**config.mk**
```make
export PLATFORM = sky130hd
export DESIGN_NAME = guess_controller_flat
export DESIGN_NICKNAME = d
export VERILOG_FILES = /design/src/rtl/mastermind_pkg.sv /design/src/rtl/guess_controller_if.sv /design/src/rtl/code_entry.sv /design/src/rtl/guess_controller.sv /design/src/flat_wrapper.sv
export SDC_FILE = /design/constraint.sdc
export NUM_CORES = 1
export LEC_CHECK = 0
export ABC_AREA = 1
export CAP_MARGIN = 15
export CORE_ASPECT_RATIO = 0.5
export CORE_MARGIN = 5
export CORE_UTILIZATION = 47
export CTS_BUF_LIST = sky130_fd_sc_hd__clkbuf_4 sky130_fd_sc_hd__clkbuf_8
export DETAILED_ROUTE_END_ITERATION = 16
export GPL_TIMING_DRIVEN = 1
export PLACE_DENSITY_LB_ADDON = 0.3
export SLEW_MARGIN = 20
export SYNTH_ARGS = -nofsm -noshare
export SYNTH_HDL_FRONTEND = slang
export SYNTH_SLANG_ARGS = --single-unit
```
**constraint.sdc**
```tcl
create_clock -name clk -period 1.45 [get_ports clk]
set_clock_uncertainty 0.1 [all_clocks]
set_input_delay 0.2175 -clock clk [delete_from_list [all_inputs] [get_ports clk]]
set_output_delay 0.2175 -clock clk [all_outputs]
set_load 0.005 [all_outputs]
```
**src/rtl/mastermind_pkg.sv**
```systemverilog
// Shared types and sizing for the guess controller: FSM states and code geometry.
package mastermind_pkg;

  localparam int LETTER_W  = 3;
  localparam int NUM_SLOTS = 4;
  localparam int CODE_W    = 12;
  localparam int SLOT_W    = 2;

  typedef enum logic [2:0] {
    ST_SECRET,
    ST_GUESS,
    ST_CHECK,
    ST_WIN,
    ST_LOSE
  } state_t;

endpackage

```
**src/rtl/guess_controller_if.sv**
```systemverilog
// Player-facing signal bundle of the guess controller.
interface guess_controller_if;
  import mastermind_pkg::*;

  logic [LETTER_W-1:0] letter_in;
  logic                enter;
  logic                restart;
  logic [CODE_W-1:0]   secret_val;
  logic [CODE_W-1:0]   guess_val;
  logic                game_over;
  logic                win;
  logic [3:0]          attempts_left;
  logic [SLOT_W-1:0]   slot_idx;
  logic                check_pulse;

  modport master (
    output letter_in, enter, restart,
    input  secret_val, guess_val, game_over, win, attempts_left, slot_idx, check_pulse
  );

  modport slave (
    input  letter_in, enter, restart,
    output secret_val, guess_val, game_over, win, attempts_left, slot_idx, check_pulse
  );

endinterface

```
**src/rtl/code_entry.sv**
```systemverilog
// Four-slot letter register; slot 0 is the most significant letter of o_code.
module code_entry
  import mastermind_pkg::*;
(
  input  logic                clk,
  input  logic                reset,
  input  logic                i_clr,
  input  logic                i_we,
  input  logic                i_clr_rest,
  input  logic [SLOT_W-1:0]   i_idx,
  input  logic [LETTER_W-1:0] i_letter,
  output logic [CODE_W-1:0]   o_code
);

  logic [0:NUM_SLOTS-1][LETTER_W-1:0] r_slots;
  logic [0:NUM_SLOTS-1][LETTER_W-1:0] w_slots_nxt;

  // Write the indexed slot; optionally wipe the slots above it in the same cycle.
  always_comb begin
    w_slots_nxt = r_slots;
    if (i_we) begin
      for (int unsigned j = 0; j < NUM_SLOTS; j++) begin
        if (SLOT_W'(j) == i_idx)
          w_slots_nxt[SLOT_W'(j)] = i_letter;
        else if (i_clr_rest && (SLOT_W'(j) > i_idx))
          w_slots_nxt[SLOT_W'(j)] = '0;
      end
    end
  end

  always_ff @(posedge clk) begin
    if (!reset || i_clr)
      r_slots <= '0;
    else
      r_slots <= w_slots_nxt;
  end

  assign o_code = r_slots;

endmodule

```
**src/rtl/guess_controller.sv**
```systemverilog
// Code-breaking game controller: secret entry, guess entry, one-cycle check, win/lose.
module guess_controller
  import mastermind_pkg::*;
#(
  parameter int unsigned MAX_ATTEMPTS = 8
) (
  input logic               clk,
  input logic               reset,
  guess_controller_if.slave bus
);

  localparam logic [3:0] ATT_INIT = 4'(MAX_ATTEMPTS);

  state_t            r_state, w_state_nxt;
  logic [SLOT_W-1:0] r_slot, w_slot_nxt;
  logic [3:0]        r_att, w_att_nxt;
  logic              r_game_over, w_game_over_nxt;
  logic              r_win, w_win_nxt;

  logic              w_sec_we, w_sec_clr;
  logic              w_gss_we, w_gss_clr, w_gss_clr_rest;
  logic [CODE_W-1:0] w_secret, w_guess;

  always_ff @(posedge clk) begin
    if (!reset) begin
      r_state     <= ST_SECRET;
      r_slot      <= '0;
      r_att       <= ATT_INIT;
      r_game_over <= 1'b0;
      r_win       <= 1'b0;
    end else begin
      r_state     <= w_state_nxt;
      r_slot      <= w_slot_nxt;
      r_att       <= w_att_nxt;
      r_game_over <= w_game_over_nxt;
      r_win       <= w_win_nxt;
    end
  end

  always_comb begin
    w_state_nxt     = r_state;
    w_slot_nxt      = r_slot;
    w_att_nxt       = r_att;
    w_game_over_nxt = r_game_over;
    w_win_nxt       = r_win;
    w_sec_we        = 1'b0;
    w_sec_clr       = 1'b0;
    w_gss_we        = 1'b0;
    w_gss_clr       = 1'b0;
    w_gss_clr_rest  = 1'b0;
    if (bus.restart) begin
      w_state_nxt     = ST_SECRET;
      w_slot_nxt      = '0;
      w_att_nxt       = ATT_INIT;
      w_game_over_nxt = 1'b0;
      w_win_nxt       = 1'b0;
      w_sec_clr       = 1'b1;
      w_gss_clr       = 1'b1;
    end else begin
      unique case (r_state)
        ST_SECRET: if (bus.enter) begin
          w_sec_we = 1'b1;
          if (r_slot == SLOT_W'(NUM_SLOTS - 1)) begin
            w_state_nxt = ST_GUESS;
            w_slot_nxt  = '0;
            w_gss_clr   = 1'b1;
          end else begin
            w_slot_nxt = r_slot + 1'b1;
          end
        end
        // slot_idx holds at 3 through CHECK; it only returns to 0 on re-entering GUESS.
        ST_GUESS: if (bus.enter) begin
          w_gss_we       = 1'b1;
          w_gss_clr_rest = (r_slot == '0);
          if (r_slot == SLOT_W'(NUM_SLOTS - 1))
            w_state_nxt = ST_CHECK;
          else
            w_slot_nxt = r_slot + 1'b1;
        end
        ST_CHECK: begin
          if (w_guess == w_secret) begin
            w_state_nxt     = ST_WIN;
            w_game_over_nxt = 1'b1;
            w_win_nxt       = 1'b1;
          end else begin
            w_att_nxt = r_att - 4'd1;
            if (r_att == 4'd1) begin
              w_state_nxt     = ST_LOSE;
              w_game_over_nxt = 1'b1;
            end else begin
              w_state_nxt = ST_GUESS;
              w_slot_nxt  = '0;
            end
          end
        end
        ST_WIN, ST_LOSE: ;
        default: w_state_nxt = ST_SECRET;
      endcase
    end
  end

  code_entry u_secret (
    .clk        (clk),
    .reset      (reset),
    .i_clr      (w_sec_clr),
    .i_we       (w_sec_we),
    .i_clr_rest (1'b0),
    .i_idx      (r_slot),
    .i_letter   (bus.letter_in),
    .o_code     (w_secret)
  );

  code_entry u_guess (
    .clk        (clk),
    .reset      (reset),
    .i_clr      (w_gss_clr),
    .i_we       (w_gss_we),
    .i_clr_rest (w_gss_clr_rest),
    .i_idx      (r_slot),
    .i_letter   (bus.letter_in),
    .o_code     (w_guess)
  );

  assign bus.secret_val    = w_secret;
  assign bus.guess_val     = w_guess;
  assign bus.game_over     = r_game_over;
  assign bus.win           = r_win;
  assign bus.attempts_left = r_att;
  assign bus.slot_idx      = r_slot;
  assign bus.check_pulse   = (r_state == ST_CHECK);

endmodule

```
**src/flat_wrapper.sv**
```systemverilog
// flat-port wrapper written by rule: the top's interface ports become plain ports
module guess_controller_flat import mastermind_pkg::*;
#(
  parameter int unsigned MAX_ATTEMPTS = 8
)
  (clk, reset, bus_letter_in, bus_enter, bus_restart, bus_secret_val, bus_guess_val, bus_game_over, bus_win, bus_attempts_left, bus_slot_idx, bus_check_pulse);
  guess_controller_if bus_i ();
  input logic clk;
  input logic reset;
  input wire logic [$bits(bus_i.letter_in)-1:0] bus_letter_in;
  input wire logic [$bits(bus_i.enter)-1:0] bus_enter;
  input wire logic [$bits(bus_i.restart)-1:0] bus_restart;
  output wire logic [$bits(bus_i.secret_val)-1:0] bus_secret_val;
  output wire logic [$bits(bus_i.guess_val)-1:0] bus_guess_val;
  output wire logic [$bits(bus_i.game_over)-1:0] bus_game_over;
  output wire logic [$bits(bus_i.win)-1:0] bus_win;
  output wire logic [$bits(bus_i.attempts_left)-1:0] bus_attempts_left;
  output wire logic [$bits(bus_i.slot_idx)-1:0] bus_slot_idx;
  output wire logic [$bits(bus_i.check_pulse)-1:0] bus_check_pulse;
  assign bus_i.letter_in = bus_letter_in;
  assign bus_i.enter = bus_enter;
  assign bus_i.restart = bus_restart;
  assign bus_secret_val = bus_i.secret_val;
  assign bus_guess_val = bus_i.guess_val;
  assign bus_game_over = bus_i.game_over;
  assign bus_win = bus_i.win;
  assign bus_attempts_left = bus_i.attempts_left;
  assign bus_slot_idx = bus_i.slot_idx;
  assign bus_check_pulse = bus_i.check_pulse;
  guess_controller #(.MAX_ATTEMPTS(MAX_ATTEMPTS)) u_core (.clk(clk), .reset(reset), .bus(bus_i));
endmodule
```
==> run summary <==
Max Buffers Root-to-Sink: 2
Dpl cells: 400
Initial drt markers: 105
Cell count after synthesis: 267
Total die area: 5322 µm²
Clk Latency, worst-skew pair: 290 ps
Setup violators final: 11
Total power: 1.888 mW
Max Slew Vio Count: 0
Worst r2r src: u_core.r_state[2]$_SDFFE_PP0P_
Starting Density: 47.91%
Core box area: 3824 µm²
Port buffer count: 39
Endpoint class of the critical path: flip-flop
Power per Cell Area: 651.7 nW/µm²
Routed wire per std cell: 12.60 µm
Final Hold Fails: 0
Met2 Use GR: 37.81%
Vias: 2016
Die H: 54.15 µm
Period utilization: 102.7%
Drt pass-1 iters: 4
Total routed wirelength: 5.227 mm
FF-to-FF setup slack: -40 ps
Post-Layout Cell Count: 415
Setup TNS: -236.6 ps
Clock transition at path regs: 70 ps
Fmax: 0.6718 GHz
Max transition margin: 73.49%
Worst setup SP type: flip-flop
Post-route setup slack: -38.51 ps
Yosys reg bits: 35
Number of global-route vias before repair: 1906
Worst Hold Slack: 355.6 ps
Net Count, Synth: 280
Cts bufs inserted: 5
CTS tree: done
Max FO, Critical Path: 4
Max-cap violation count: 0
Failing checks: negative setup slack
DP Wirelength: 3.732 mm
Crit path launch: u_core.r_state[2]$_SDFFE_PP0P_
Initial antenna violation count: 0
Nets@finish: 373
Placer Congestion: 0.8755
Busiest layer in global routing: met2
Area growth syn-to-layout: 58.13%
GRT Residual Overflow: 0
Die width: 98.29 µm
Share of layout cells above drive strength 1: 39.61%
Via density: 4.858
Outcome: complete, but fails checks
DR DRC count: 0
GRT Overall Usage: 20.23%
Worst Path Required: 1530 ps
Slowest CP cell: dfxtp_4
Met1 Track Usage GR: 24.10%
Sequential element share of the synthesized area: 38.25%
CTS Root Buffer Type: clkbuf_8
Pleak: 1.441 nW
First-pass GRT wire length: 8.507 mm
Num Clock Sinks: 35
FF-to-FF path depth: 8
Cells along the critical path: nor2_4, inv_2, nor2_4, nand2_4, nor3_4, inv_2, nor2_1, nor2_1
Mean Syn Cell Area: 6.861 µm²
Largest net degree at the start of global routing: 19
RSZ-0062 raised after global routing: true
GRT met3 Usage: 4.010%
Critical path class: reg -> reg
CP endpoint: u_core.u_secret.o_code[8]$_SDFFE_PP0P_
Antenna Violating Nets Remaining: 0
Terminus of the critical flop-to-flop path: u_core.u_secret.o_code[8]$_SDFFE_PP0P_
Netlist cell types: 26
Worst vdd ir: 0.4907 mV
Synthesized cell area: 1832 µm²
Worst-Margin Slew: 396.4 ps
Rows: 16
Slowest stage delay, CP: 370 ps
Tightest Hold Check Type: reg -> reg
IO Pins: 40
Time the worst path needs with I/O delays and setup: 1489 ps
H-Tree Depth: 2
Core Util, Final: 75.75%
Yosys warns: 0
# diodes: 0
CP arrival: 1570 ps
-- flip-flops by register name (all words and copies together), names as in the netlist --
signal / cells
u_core.bus.game_over: 1
u_core.u_secret.o_code: 12
u_core.u_guess.o_code: 12
u_core.r_state: 3
u_core.bus.slot_idx: 2
u_core.bus.attempts_left: 4
u_core.bus.win: 1
-- placed cells by master (no fill, tap or decap), drive strengths merged, types with 8 or more instances in the layout --
| master | count |
|---|---|
| a21oi | 24 |
| buf | 52 |
| clkbuf | 8 |
| dfxtp | 35 |
| dlygate4sd2 | 27 |
| inv | 45 |
| nand2 | 68 |
| nand3 | 9 |
| nor2 | 42 |
| o21ai | 17 |
-- repair_timing --
item,CTS,global route
buffers inserted,2,5
setup endpoints to repair,57,39
hold buffers,0,0
resized for setup,79,31
pin swaps,10,16
-- synthesized netlist by cell type --
cell type / n / area, µm²
inv_2: 7 / 26.28
nand2_4: 1 / 11.26
nand4_1: 2 / 12.51
o21ai_0: 9 / 45.04
dfxtp_1: 35 / 700.7
a31oi_1: 1 / 6.260
nand2_2: 3 / 18.77
a211oi_1: 3 / 22.52
a21oi_1: 24 / 120.1
nor2_1: 34 / 127.6
clkbuf_1: 3 / 11.26
nor3_1: 2 / 10.01
inv_1: 38 / 142.6
o21ai_1: 8 / 40.04
xor2_1: 1 / 8.760
nand3_2: 2 / 20.02
xnor2_1: 4 / 35.03
a211oi_2: 1 / 12.51
nor2_2: 6 / 37.54
ha_1: 6 / 75.07
nor3_4: 2 / 32.53
o22ai_2: 1 / 12.51
nand3_1: 7 / 35.03
buf_2: 1 / 5.000
nand2_1: 64 / 240.2
nor2_4: 2 / 22.52
-- power breakdown --
group	switching, mW	internal, mW	leakage (nW)
logic	0.110	0.0821	1.09
clock network	0.353	0.374	0.0491
registers	0.00679	0.962	0.299
total	0.469	1.42	1.44
-- logic make-up (layout without fill, tap and decap cells) --
family,after synthesis,after routing,share of synthesized area (%)
AND/OR/NAND/NOR,125,125,31.01
buffers and inverters,49,143,10.11
AO/OA/AOI/OAI,47,47,14.14
flip-flops,35,35,38.25
adder cells (fa/ha/maj),6,6,4.098
XOR/XNOR,5,5,2.391
-- per-stage QoR --
| stage | area (µm²) | setup slack (ps) |
|---|---|---|
| 6_report | 2897 | -38.51 |
| 3_3_place_gp | 2618 | -227.5 |
| 2_1_floorplan | 1833 | 1.916 |
| 4_1_cts | 2785 | -38.11 |
| 5_1_grt | 2897 | -133.8 |
| 3_5_place_dp | 2618 | -245.4 |
-- critical path: cells and delay by family, from the launching register on --
family	cells	cell delay, ps
flip-flops	1	370
buffers and inverters	2	170
AND/OR/NAND/NOR	6	740
-- how the worst min path moves through the flow --
stage | start | to | slack, ps | cells past startpoint
2_1_floorplan | bus_letter_in[0] | u_core.u_secret.o_code[6]$_SDFFE_PP0P_ | 250 | 2
3_3_place_gp | u_core.bus.win$_SDFFE_PP0P_ | u_core.bus.win$_SDFFE_PP0P_ | 340 | 2
6_report | u_core.bus.win$_SDFFE_PP0P_ | u_core.bus.win$_SDFFE_PP0P_ | 360 | 2
4_1_cts | u_core.bus.win$_SDFFE_PP0P_ | u_core.bus.win$_SDFFE_PP0P_ | 360 | 2
5_1_grt | u_core.bus.win$_SDFFE_PP0P_ | u_core.bus.win$_SDFFE_PP0P_ | 390 | 2
3_5_place_dp | u_core.bus.win$_SDFFE_PP0P_ | u_core.bus.win$_SDFFE_PP0P_ | 350 | 2
-- cell type report --
cell class / count / area [µm²]
multi-input cells: 183 / 1057
fillers: 290 / 927.1
flip-flops and latches: 35 / 750.7
repair buffers: 90 / 758.2
well taps: 54 / 67.56
clock buffers: 7 / 83.83
clock inverters: 1 / 5.005
inverters: 45 / 173.9
-- layer usage --
layer  share of wire, %  wire length [µm]
met1                 43              2233
met2                 50              2609
met3                6.4               335
met4               0.92                48
met5                  0                 0
Note: power is estimated with default switching activity, not from simulation.
